--- src/rtl/c16_pkg.sv ---
// Shared definitions for the branch predictor slice.
//   PC_W_DEFAULT      : default PC / target width
//   sweep_state_e     : sweep FSM encoding (CLEAR, RUN)
//   ctr_wnt / ctr_wt  : weakly-not-taken / weakly-taken counter values for a counter width
package c16_pkg;

   localparam int unsigned PC_W_DEFAULT = 16;

   typedef enum logic {
      ST_CLEAR = 1'b0,
      ST_RUN   = 1'b1
   } sweep_state_e;

   // Largest value whose MSB is 0: weakly not taken.
   function automatic int unsigned ctr_wnt(input int unsigned ctr_w);
      return (32'd1 << (ctr_w - 32'd1)) - 32'd1;
   endfunction

   // Smallest value whose MSB is 1: weakly taken.
   function automatic int unsigned ctr_wt(input int unsigned ctr_w);
      return 32'd1 << (ctr_w - 32'd1);
   endfunction

endpackage

--- src/rtl/branch_predictor_if.sv ---
// Fetch/execute-facing bundle of the branch predictor.
//   lookup_pc / pred_taken / pred_target : same-cycle fetch prediction
//   busy                                 : post-reset clearing sweep active
//   upd_*                                : resolved outcome from execute
//   mispredict_count                     : saturating mispredict total
// master = fetch/execute side, slave = predictor.
interface branch_predictor_if #(
   parameter int unsigned PC_W  = c16_pkg::PC_W_DEFAULT,
   parameter int unsigned CNT_W = 16
);
   logic [PC_W-1:0]  lookup_pc;
   logic             pred_taken;
   logic [PC_W-1:0]  pred_target;
   logic             busy;
   logic             upd_valid;
   logic [PC_W-1:0]  upd_pc;
   logic             upd_taken;
   logic [PC_W-1:0]  upd_target;
   logic             upd_mispred;
   logic [CNT_W-1:0] mispredict_count;

   modport master (
      output lookup_pc, upd_valid, upd_pc, upd_taken, upd_target, upd_mispred,
      input  pred_taken, pred_target, busy, mispredict_count
   );

   modport slave (
      input  lookup_pc, upd_valid, upd_pc, upd_taken, upd_target, upd_mispred,
      output pred_taken, pred_target, busy, mispredict_count
   );
endinterface

--- src/rtl/branch_predictor_sat_counter_next.sv ---
// Next value of a saturating up/down counter.
//   ctr_i : current value
//   inc_i : 1 = increment (saturate at all-ones), 0 = decrement (saturate at 0)
//   ctr_o : saturated next value
module sat_counter_next #(
   parameter int unsigned CTR_W = 2
) (
   input  logic [CTR_W-1:0] ctr_i,
   input  logic             inc_i,
   output logic [CTR_W-1:0] ctr_o
);

   always_comb begin
      ctr_o = ctr_i;
      if (inc_i) begin
         if (ctr_i != '1) ctr_o = ctr_i + CTR_W'(1);
      end else begin
         if (ctr_i != '0) ctr_o = ctr_i - CTR_W'(1);
      end
   end

endmodule

--- src/rtl/branch_predictor.sv ---
// Tagged branch target buffer with saturating-counter direction prediction.
//   clk, CPU_RESET_n : clock, synchronous active-low reset
//   bus (slave)      : lookup_pc -> pred_taken/pred_target (combinational),
//                      busy, upd_* resolved outcomes, mispredict_count
// After reset a sweep clears one entry per cycle; lookups predict not-taken and
// updates are dropped until the sweep finishes.
module branch_predictor
   import c16_pkg::*;
#(
   parameter int unsigned PC_W  = PC_W_DEFAULT,
   parameter int unsigned IDX_W = 6,
   parameter int unsigned TAG_W = 4,
   parameter int unsigned CTR_W = 2,
   parameter int unsigned CNT_W = 16
) (
   input logic               clk,
   input logic               CPU_RESET_n,
   branch_predictor_if.slave bus
);

   localparam int unsigned DEPTH = 32'd1 << IDX_W;
   localparam logic [CTR_W-1:0] CTR_WNT = CTR_W'(ctr_wnt(CTR_W));
   localparam logic [CTR_W-1:0] CTR_WT  = CTR_W'(ctr_wt(CTR_W));

   if (IDX_W + TAG_W > PC_W) begin : g_bad_fields
      $error("IDX_W + TAG_W must not exceed PC_W");
   end
   if (TAG_W < 1 || CTR_W < 2) begin : g_bad_widths
      $error("TAG_W must be >= 1 and CTR_W must be >= 2");
   end

   // Table storage, single write port
   logic             valid_q  [DEPTH];
   logic [TAG_W-1:0] tag_q    [DEPTH];
   logic [PC_W-1:0]  target_q [DEPTH];
   logic [CTR_W-1:0] ctr_q    [DEPTH];

   sweep_state_e     state_q;
   logic [IDX_W-1:0] ptr_q;
   logic [CNT_W-1:0] mis_cnt_q;

   // Sweep FSM: CLEAR walks ptr over every entry once, then RUN until reset
   always_ff @(posedge clk) begin
      if (!CPU_RESET_n) begin
         state_q <= ST_CLEAR;
         ptr_q   <= '0;
      end else if (state_q == ST_CLEAR) begin
         ptr_q <= ptr_q + IDX_W'(1);
         if (ptr_q == '1) state_q <= ST_RUN;
      end
   end

   // Lookup path
   logic [IDX_W-1:0] lk_idx_c;
   logic [TAG_W-1:0] lk_tag_c;
   logic             lk_hit_c;
   logic             lk_taken_c;

   assign lk_idx_c   = bus.lookup_pc[IDX_W-1:0];
   assign lk_tag_c   = bus.lookup_pc[IDX_W +: TAG_W];
   assign lk_hit_c   = valid_q[lk_idx_c] && (tag_q[lk_idx_c] == lk_tag_c);
   assign lk_taken_c = (state_q == ST_RUN) && lk_hit_c && ctr_q[lk_idx_c][CTR_W-1];

   assign bus.pred_taken  = lk_taken_c;
   assign bus.pred_target = lk_taken_c ? target_q[lk_idx_c] : bus.lookup_pc + PC_W'(1);
   assign bus.busy        = (state_q == ST_CLEAR);

   // Update path
   logic [IDX_W-1:0] upd_idx_c;
   logic [TAG_W-1:0] upd_tag_c;
   logic             upd_hit_c;
   logic [CTR_W-1:0] ctr_next_c;

   assign upd_idx_c = bus.upd_pc[IDX_W-1:0];
   assign upd_tag_c = bus.upd_pc[IDX_W +: TAG_W];
   assign upd_hit_c = valid_q[upd_idx_c] && (tag_q[upd_idx_c] == upd_tag_c);

   sat_counter_next #(.CTR_W(CTR_W)) u_upd_ctr (
      .ctr_i (ctr_q[upd_idx_c]),
      .inc_i (bus.upd_taken),
      .ctr_o (ctr_next_c)
   );

   // PC bits above the tag field never reach the table
   logic unused_upd_pc_c;
   assign unused_upd_pc_c = ^bus.upd_pc;

   // Write-port arbitration: the sweep owns the port while clearing
   logic             wr_en_c;
   logic [IDX_W-1:0] wr_idx_c;
   logic             wr_valid_c;
   logic [TAG_W-1:0] wr_tag_c;
   logic [PC_W-1:0]  wr_target_c;
   logic [CTR_W-1:0] wr_ctr_c;

   always_comb begin
      wr_en_c     = 1'b0;
      wr_idx_c    = ptr_q;
      wr_valid_c  = 1'b0;
      wr_tag_c    = '0;
      wr_target_c = '0;
      wr_ctr_c    = CTR_WNT;
      if (state_q == ST_CLEAR) begin
         wr_en_c = 1'b1;
      end else if (bus.upd_valid) begin
         wr_idx_c = upd_idx_c;
         if (upd_hit_c) begin
            wr_en_c     = 1'b1;
            wr_valid_c  = 1'b1;
            wr_tag_c    = upd_tag_c;
            wr_target_c = bus.upd_taken ? bus.upd_target : target_q[upd_idx_c];
            wr_ctr_c    = ctr_next_c;
         end else if (bus.upd_taken) begin
            // Allocate, replacing whatever occupied the slot
            wr_en_c     = 1'b1;
            wr_valid_c  = 1'b1;
            wr_tag_c    = upd_tag_c;
            wr_target_c = bus.upd_target;
            wr_ctr_c    = CTR_WT;
         end
      end
   end

   // Table write port (contents are defined by the sweep, so no reset)
   always_ff @(posedge clk) begin
      if (wr_en_c) begin
         valid_q[wr_idx_c]  <= wr_valid_c;
         tag_q[wr_idx_c]    <= wr_tag_c;
         target_q[wr_idx_c] <= wr_target_c;
         ctr_q[wr_idx_c]    <= wr_ctr_c;
      end
   end

   // Mispredict counter counts even while the sweep runs
   always_ff @(posedge clk) begin
      if (!CPU_RESET_n) begin
         mis_cnt_q <= '0;
      end else if (bus.upd_valid && bus.upd_mispred && (mis_cnt_q != '1)) begin
         mis_cnt_q <= mis_cnt_q + CNT_W'(1);
      end
   end

   assign bus.mispredict_count = mis_cnt_q;

endmodule

--- src/flat_wrapper.sv ---
// flat-port wrapper written by rule: the top's interface ports become plain ports
module branch_predictor_flat import c16_pkg::*;
#(
   parameter int unsigned PC_W  = PC_W_DEFAULT,
   parameter int unsigned IDX_W = 6,
   parameter int unsigned TAG_W = 4,
   parameter int unsigned CTR_W = 2,
   parameter int unsigned CNT_W = 16
)
  (clk, CPU_RESET_n, bus_lookup_pc, bus_upd_valid, bus_upd_pc, bus_upd_taken, bus_upd_target, bus_upd_mispred, bus_pred_taken, bus_pred_target, bus_busy, bus_mispredict_count);
  branch_predictor_if #(.PC_W(PC_W), .CNT_W(CNT_W)) bus_i ();
  input logic clk;
  input logic CPU_RESET_n;
  input wire logic [$bits(bus_i.lookup_pc)-1:0] bus_lookup_pc;
  input wire logic [$bits(bus_i.upd_valid)-1:0] bus_upd_valid;
  input wire logic [$bits(bus_i.upd_pc)-1:0] bus_upd_pc;
  input wire logic [$bits(bus_i.upd_taken)-1:0] bus_upd_taken;
  input wire logic [$bits(bus_i.upd_target)-1:0] bus_upd_target;
  input wire logic [$bits(bus_i.upd_mispred)-1:0] bus_upd_mispred;
  output wire logic [$bits(bus_i.pred_taken)-1:0] bus_pred_taken;
  output wire logic [$bits(bus_i.pred_target)-1:0] bus_pred_target;
  output wire logic [$bits(bus_i.busy)-1:0] bus_busy;
  output wire logic [$bits(bus_i.mispredict_count)-1:0] bus_mispredict_count;
  assign bus_i.lookup_pc = bus_lookup_pc;
  assign bus_i.upd_valid = bus_upd_valid;
  assign bus_i.upd_pc = bus_upd_pc;
  assign bus_i.upd_taken = bus_upd_taken;
  assign bus_i.upd_target = bus_upd_target;
  assign bus_i.upd_mispred = bus_upd_mispred;
  assign bus_pred_taken = bus_i.pred_taken;
  assign bus_pred_target = bus_i.pred_target;
  assign bus_busy = bus_i.busy;
  assign bus_mispredict_count = bus_i.mispredict_count;
  branch_predictor #(.PC_W(PC_W), .IDX_W(IDX_W), .TAG_W(TAG_W), .CTR_W(CTR_W), .CNT_W(CNT_W)) u_core (.clk(clk), .CPU_RESET_n(CPU_RESET_n), .bus(bus_i));
endmodule
--- config.mk ---
export PLATFORM = sky130hd
export DESIGN_NAME = branch_predictor_flat
export DESIGN_NICKNAME = d
export VERILOG_FILES = /design/src/rtl/c16_pkg.sv /design/src/rtl/branch_predictor_if.sv /design/src/rtl/branch_predictor_sat_counter_next.sv /design/src/rtl/branch_predictor.sv /design/src/flat_wrapper.sv
export SDC_FILE = /design/constraint.sdc
export NUM_CORES = 2
export LEC_CHECK = 0
export CELL_PAD_IN_SITES_DETAIL_PLACEMENT = 1
export CELL_PAD_IN_SITES_GLOBAL_PLACEMENT = 2
export CORE_UTILIZATION = 54
export CTS_CLUSTER_SIZE = 24
export DETAILED_ROUTE_END_ITERATION = 7
export PLACE_DENSITY = 0.92
export SKIP_CTS_REPAIR_TIMING = 1
export SLEW_MARGIN = 10
export SYNTH_ARGS = -nofsm -noshare
export SYNTH_HDL_FRONTEND = slang
export SYNTH_SLANG_ARGS = --single-unit
--- constraint.sdc ---
create_clock -name clk -period 24.3 [get_ports clk]
set_input_delay 7.29 -clock clk [delete_from_list [all_inputs] [get_ports clk]]
set_output_delay 7.29 -clock clk [all_outputs]
set_load 0.005 [all_outputs]
==> run_results.csv <==
group,metric,value,unit
cells_and_area,final_design_area_no_fill,77600,um^2
timing,rsz0062_at_grt,"no",
clock_tree,cts.root.buffer_cell,"clkbuf_16",
setup_path,cp_max_fo,31,
setup_path,startpoint_type,"input pin",
floorplanning,row_count,131,
timing,hold_vio_cnt_final,0,
drt,post_drt_via_cell_ratio,8.20,
power_and_ir_drop,switching_power,0.00130,W
drt,drcViolationCount,0,
timing,period_needed,20040,ps
setup_path,cp.buffers_inverters,5,
cells_and_area,flow.area_growth_from_synthesis,11.9,%
timing,setup-violations-final,0,
power_and_ir_drop,seq_power_share,50.2,%
clock_tree,cts_max_path_buffers,3,
grt,grt_max_degree,158,
power_and_ir_drop,p_leak,24.6,nW
setup_path,crit_path_max_delay_family,"buffers and inverters",
drt,number_of_nets_with_antenna_violations_after_detailed_routing,0,
setup_path,worstPathCellList,"buf_4 > buf_4 > inv_1 > nor2_1 > a22o_1 > o21ai_0 > o311ai_0 > o21ai_0 > xnor2_1 > or4_1 > buf_4 > mux2i_1 > clkdlybuf4s50_1",
logic_synthesis,synthesis.area,69300,um^2
logic_synthesis,synth.net_count,3378,
floorplanning,fp.coreArea,127000,um^2
cells_and_area,area_of_the_multi_input_gates,24000,um^2
timing,final_min_period_over_clock_period,82.5,%
logic_synthesis,multiplexer_share_of_the_synthesized_area,28.6,%
logic_synthesis,post_synthesis_share_of_cell_area_spent_on_and_or_nand_and_nor_gates,2.71,%
logic_synthesis,synth_top_family_by_area,"multiplexers",
power_and_ir_drop,switching_share,23.2,%
logic_synthesis,distinct_cell_type_count_of_the_synthesized_netlist,70,
setup_path,worstPathArrival,12750,ps
run,max_cap_viol_count,0,
drt,wl_per_cell,49.0,um
logic_synthesis,synthCells,3322,
logic_synthesis,ys.warnings.count,0,
logic_synthesis,seq_area_frac_synth,64.5,%
drt,drt_pass1_iterations,8,
logic_synthesis,yosys.area_share.adder,0.0542,%
clock_tree,worstSkewPairLatency,850,ps
grt,grt_use_total,39.7,%
min_path,worst_hold_path_type,"reg2reg",
run_status,result_of_the_run,"finished clean",
logic_synthesis,synth-compound-area-share,2.02,%
timing,maxClockFrequency,49.9,MHz
cells_and_area,final_util,60.9,%
grt,grt_pass1_vias,43500,
drt,starting_drc_count_in_detailed_routing,8452,
setup_path,timing.reg2reg.setup_slack,18850,ps
grt,global_route.overflow_total,0,
timing,headroom_to_the_max_slew_limit,12.3,%
grt,first_pass_grt_wire_length,351000,um
place,gp_congestion,0.866,
clock_tree,clock_sinks,1495,
place,dpl-instance-area,72500,um^2
clock_tree,htree_num_levels,4,
floorplanning,dieWidth,360,um
timing,totalNegativeSetupSlack,0,ps
power_and_ir_drop,vdd.ir_drop.worst,0.0000887,V
clock_tree,cts.clk_slew.worst_paths,60,ps
setup_path,cpPeakStageDelay,880,ps
drt,wl,256000,um
logic_synthesis,synth_top_cells_by_area,"edfxtp_1, mux4_2, mux2i_1",
setup_path,criticalPathCategory,"in2out",
grt,grt_antenna_before_repair,9,
logic_synthesis,postSynthRegisterBits,1495,
timing,slew_violations,0,
setup_path,cp_slowest_cell,"nor2_1",
cells_and_area,fill_cells,10300,
floorplanning,start_util,54.4,%
clock_tree,cts_tree,"done",
cells_and_area,fin_nets,3487,
timing,tightestPinTransition,1300,ps
logic_synthesis,yosys.area_share.xor_xnor,0.468,%
logic_synthesis,async_flop_share,0,%
logic_synthesis,synth-edff-count,1472,
setup_path,worst_path_most_repeated_cell,"buf_4",
power_and_ir_drop,power.share.clock,43.5,%
power_and_ir_drop,power-per-cell-area,72.3,nW/um^2
drt,dr_total_vias,42800,
timing,timing.clock.skew,47.7,ps
floorplanning,dieArea,130000,um^2
power_and_ir_drop,internal-power,0.00431,W
floorplanning,io_count,87,
floorplanning,die_height,360,um
clock_tree,tritoncts.num_buffers,156,
cells_and_area,area.sequential,44700,um^2
place,hpwl,135000,um
place,io_buffers,80,
logic_synthesis,synth_area_per_cell,20.9,um^2
logic_synthesis,dominantRegCellSynth,"edfxtp_1",
cells_and_area,final_layout_size_suffix_gt1_share,36.2,%
setup_path,cp-end-kind,"primary output",
logic_synthesis,yosys.area.top_type_share,63.8,%
logic_synthesis,yosysTopAreaCell,"edfxtp_1",
setup_path,cp_data_required_time,17010,ps
power_and_ir_drop,relative_contribution_of_combinational_cells_to_total_power,6.4,%
-- layout make-up --
cell class                      count  share of cell area (%)
Sequential cell                  1495                    57.6
Multi-Input combinational cell   1567                    30.9
Clock buffer                      193                    5.32
Tap cell                         1662                    2.68
Timing Repair Buffer              198                    2.26
Clock inverter                     87                    1.14
Inverter                           13                  0.0694
Antenna cell                        7                  0.0226
-- worst register-to-register path, cell delays in order, from the launching register on --
cell	delay (ps)
edfxtp_1	420
mux4_2	500
mux2_2	290
nor2b_1	140
a211o_1	290
o311ai_0	100
o31ai_1	360
o41a_1	750
nand2b_1	680
nor2_4	950
buf_4	580
-- cell usage after synthesis (all sizes together) (4+ instances only) --
library cell	n
mux2i	101
and3	14
a22oi	20
nor2	86
a21boi	4
edfxtp	1472
o22ai	6
nand2b	13
buf	124
or2	6
nor2b	27
nand2	98
a211oi	11
a21oi	37
o211ai	21
nor4	5
mux2	25
clkbuf	123
nor3	18
a32o	17
nand3b	5
a22o	10
xnor2	29
mux4	821
dfxtp	23
and2	26
nand3	49
a31oi	8
or3	5
xor2	8
o21ai	34
nand4	18
inv	12
-- power by group through the flow --
stage	registers [W]	clock network, W	logic [W]
floorplan	0.00286	0	0.000223
global placement	0.00286	0	0.000330
detailed placement	0.00287	0	0.000340
CTS	0.00281	0.00244	0.000347
global route	0.00281	0.00251	0.000361
finish	0.00281	0.00244	0.000356
-- logic make-up after synthesis --
logic type | after synthesis
muxes | 947
xor gates and xnor gates | 37
and+or+nand+nor | 381
AOI/OAI and AO/OA | 199
buffers and inverters | 260
adders and majority gates | 3
DFF | 1495
-- stage by stage --
stage / hold slack (ps) / power, W / std cells / setup slack, ps
2_1_floorplan: 493 / 0.00309 / 3322 / 6540
3_3_place_gp: 504 / 0.00319 / 4934 / 4620
3_5_place_dp: 527 / 0.00321 / 4934 / 4500
4_1_cts: 535 / 0.00560 / 5214 / 4450
5_1_grt: 596 / 0.00568 / 5215 / 4300
6_report: 528 / 0.00561 / 5222 / 4260
-- final timing paths --
| kind | from | to | cells after the start |
|---|---|---|---|
| min | u_core.bus.mispredict_count[15] | u_core.bus.mispredict_count[15] | 2 |
| max | bus_lookup_pc[2] | bus_pred_target[0] | 13 |
| max reg2reg | u_core.tag_q[54][0] | u_core.target_q[17][0] | 10 |
| min reg2reg | u_core.bus.mispredict_count[15] | u_core.bus.mispredict_count[15] | 2 |
-- routing by layer --
layer / share of wire (%) / vias to the layer above / track usage [%]
li1: - / 14800 / -
met1: 31 / 22000 / 49.4
met2: 46 / 4872 / 59.8
met3: 15 / 1159 / 13.4
met4: 7.8 / 8 / 26.1
met5: 0.018 / - / 0
-- placed cells by master, fill, tap and decap left out, drive strengths merged, types with 27 or more instances in the layout --
cell | netlist | layout
nand2 | 98 | 98
mux2i | 101 | 101
clkdlybuf4s50 | 0 | 68
buf | 124 | 130
nor2b | 27 | 27
clkbuf | 123 | 193
nor2 | 86 | 86
mux4 | 821 | 821
nand3 | 49 | 49
a21oi | 37 | 37
xnor2 | 29 | 29
o21ai | 34 | 34
clkinv | 1 | 57
edfxtp | 1472 | 1472
-- flip-flops by register name (all words and copies together) (netlist names) --
signal                       cells
u_core.ctr_q                   128
u_core.tag_q                   256
u_core.valid_q                  64
u_core.ptr_q                     6
u_core.bus.mispredict_count     16
u_core.target_q               1024
u_core.state_q                   1
(Power assumes the default switching activity.)
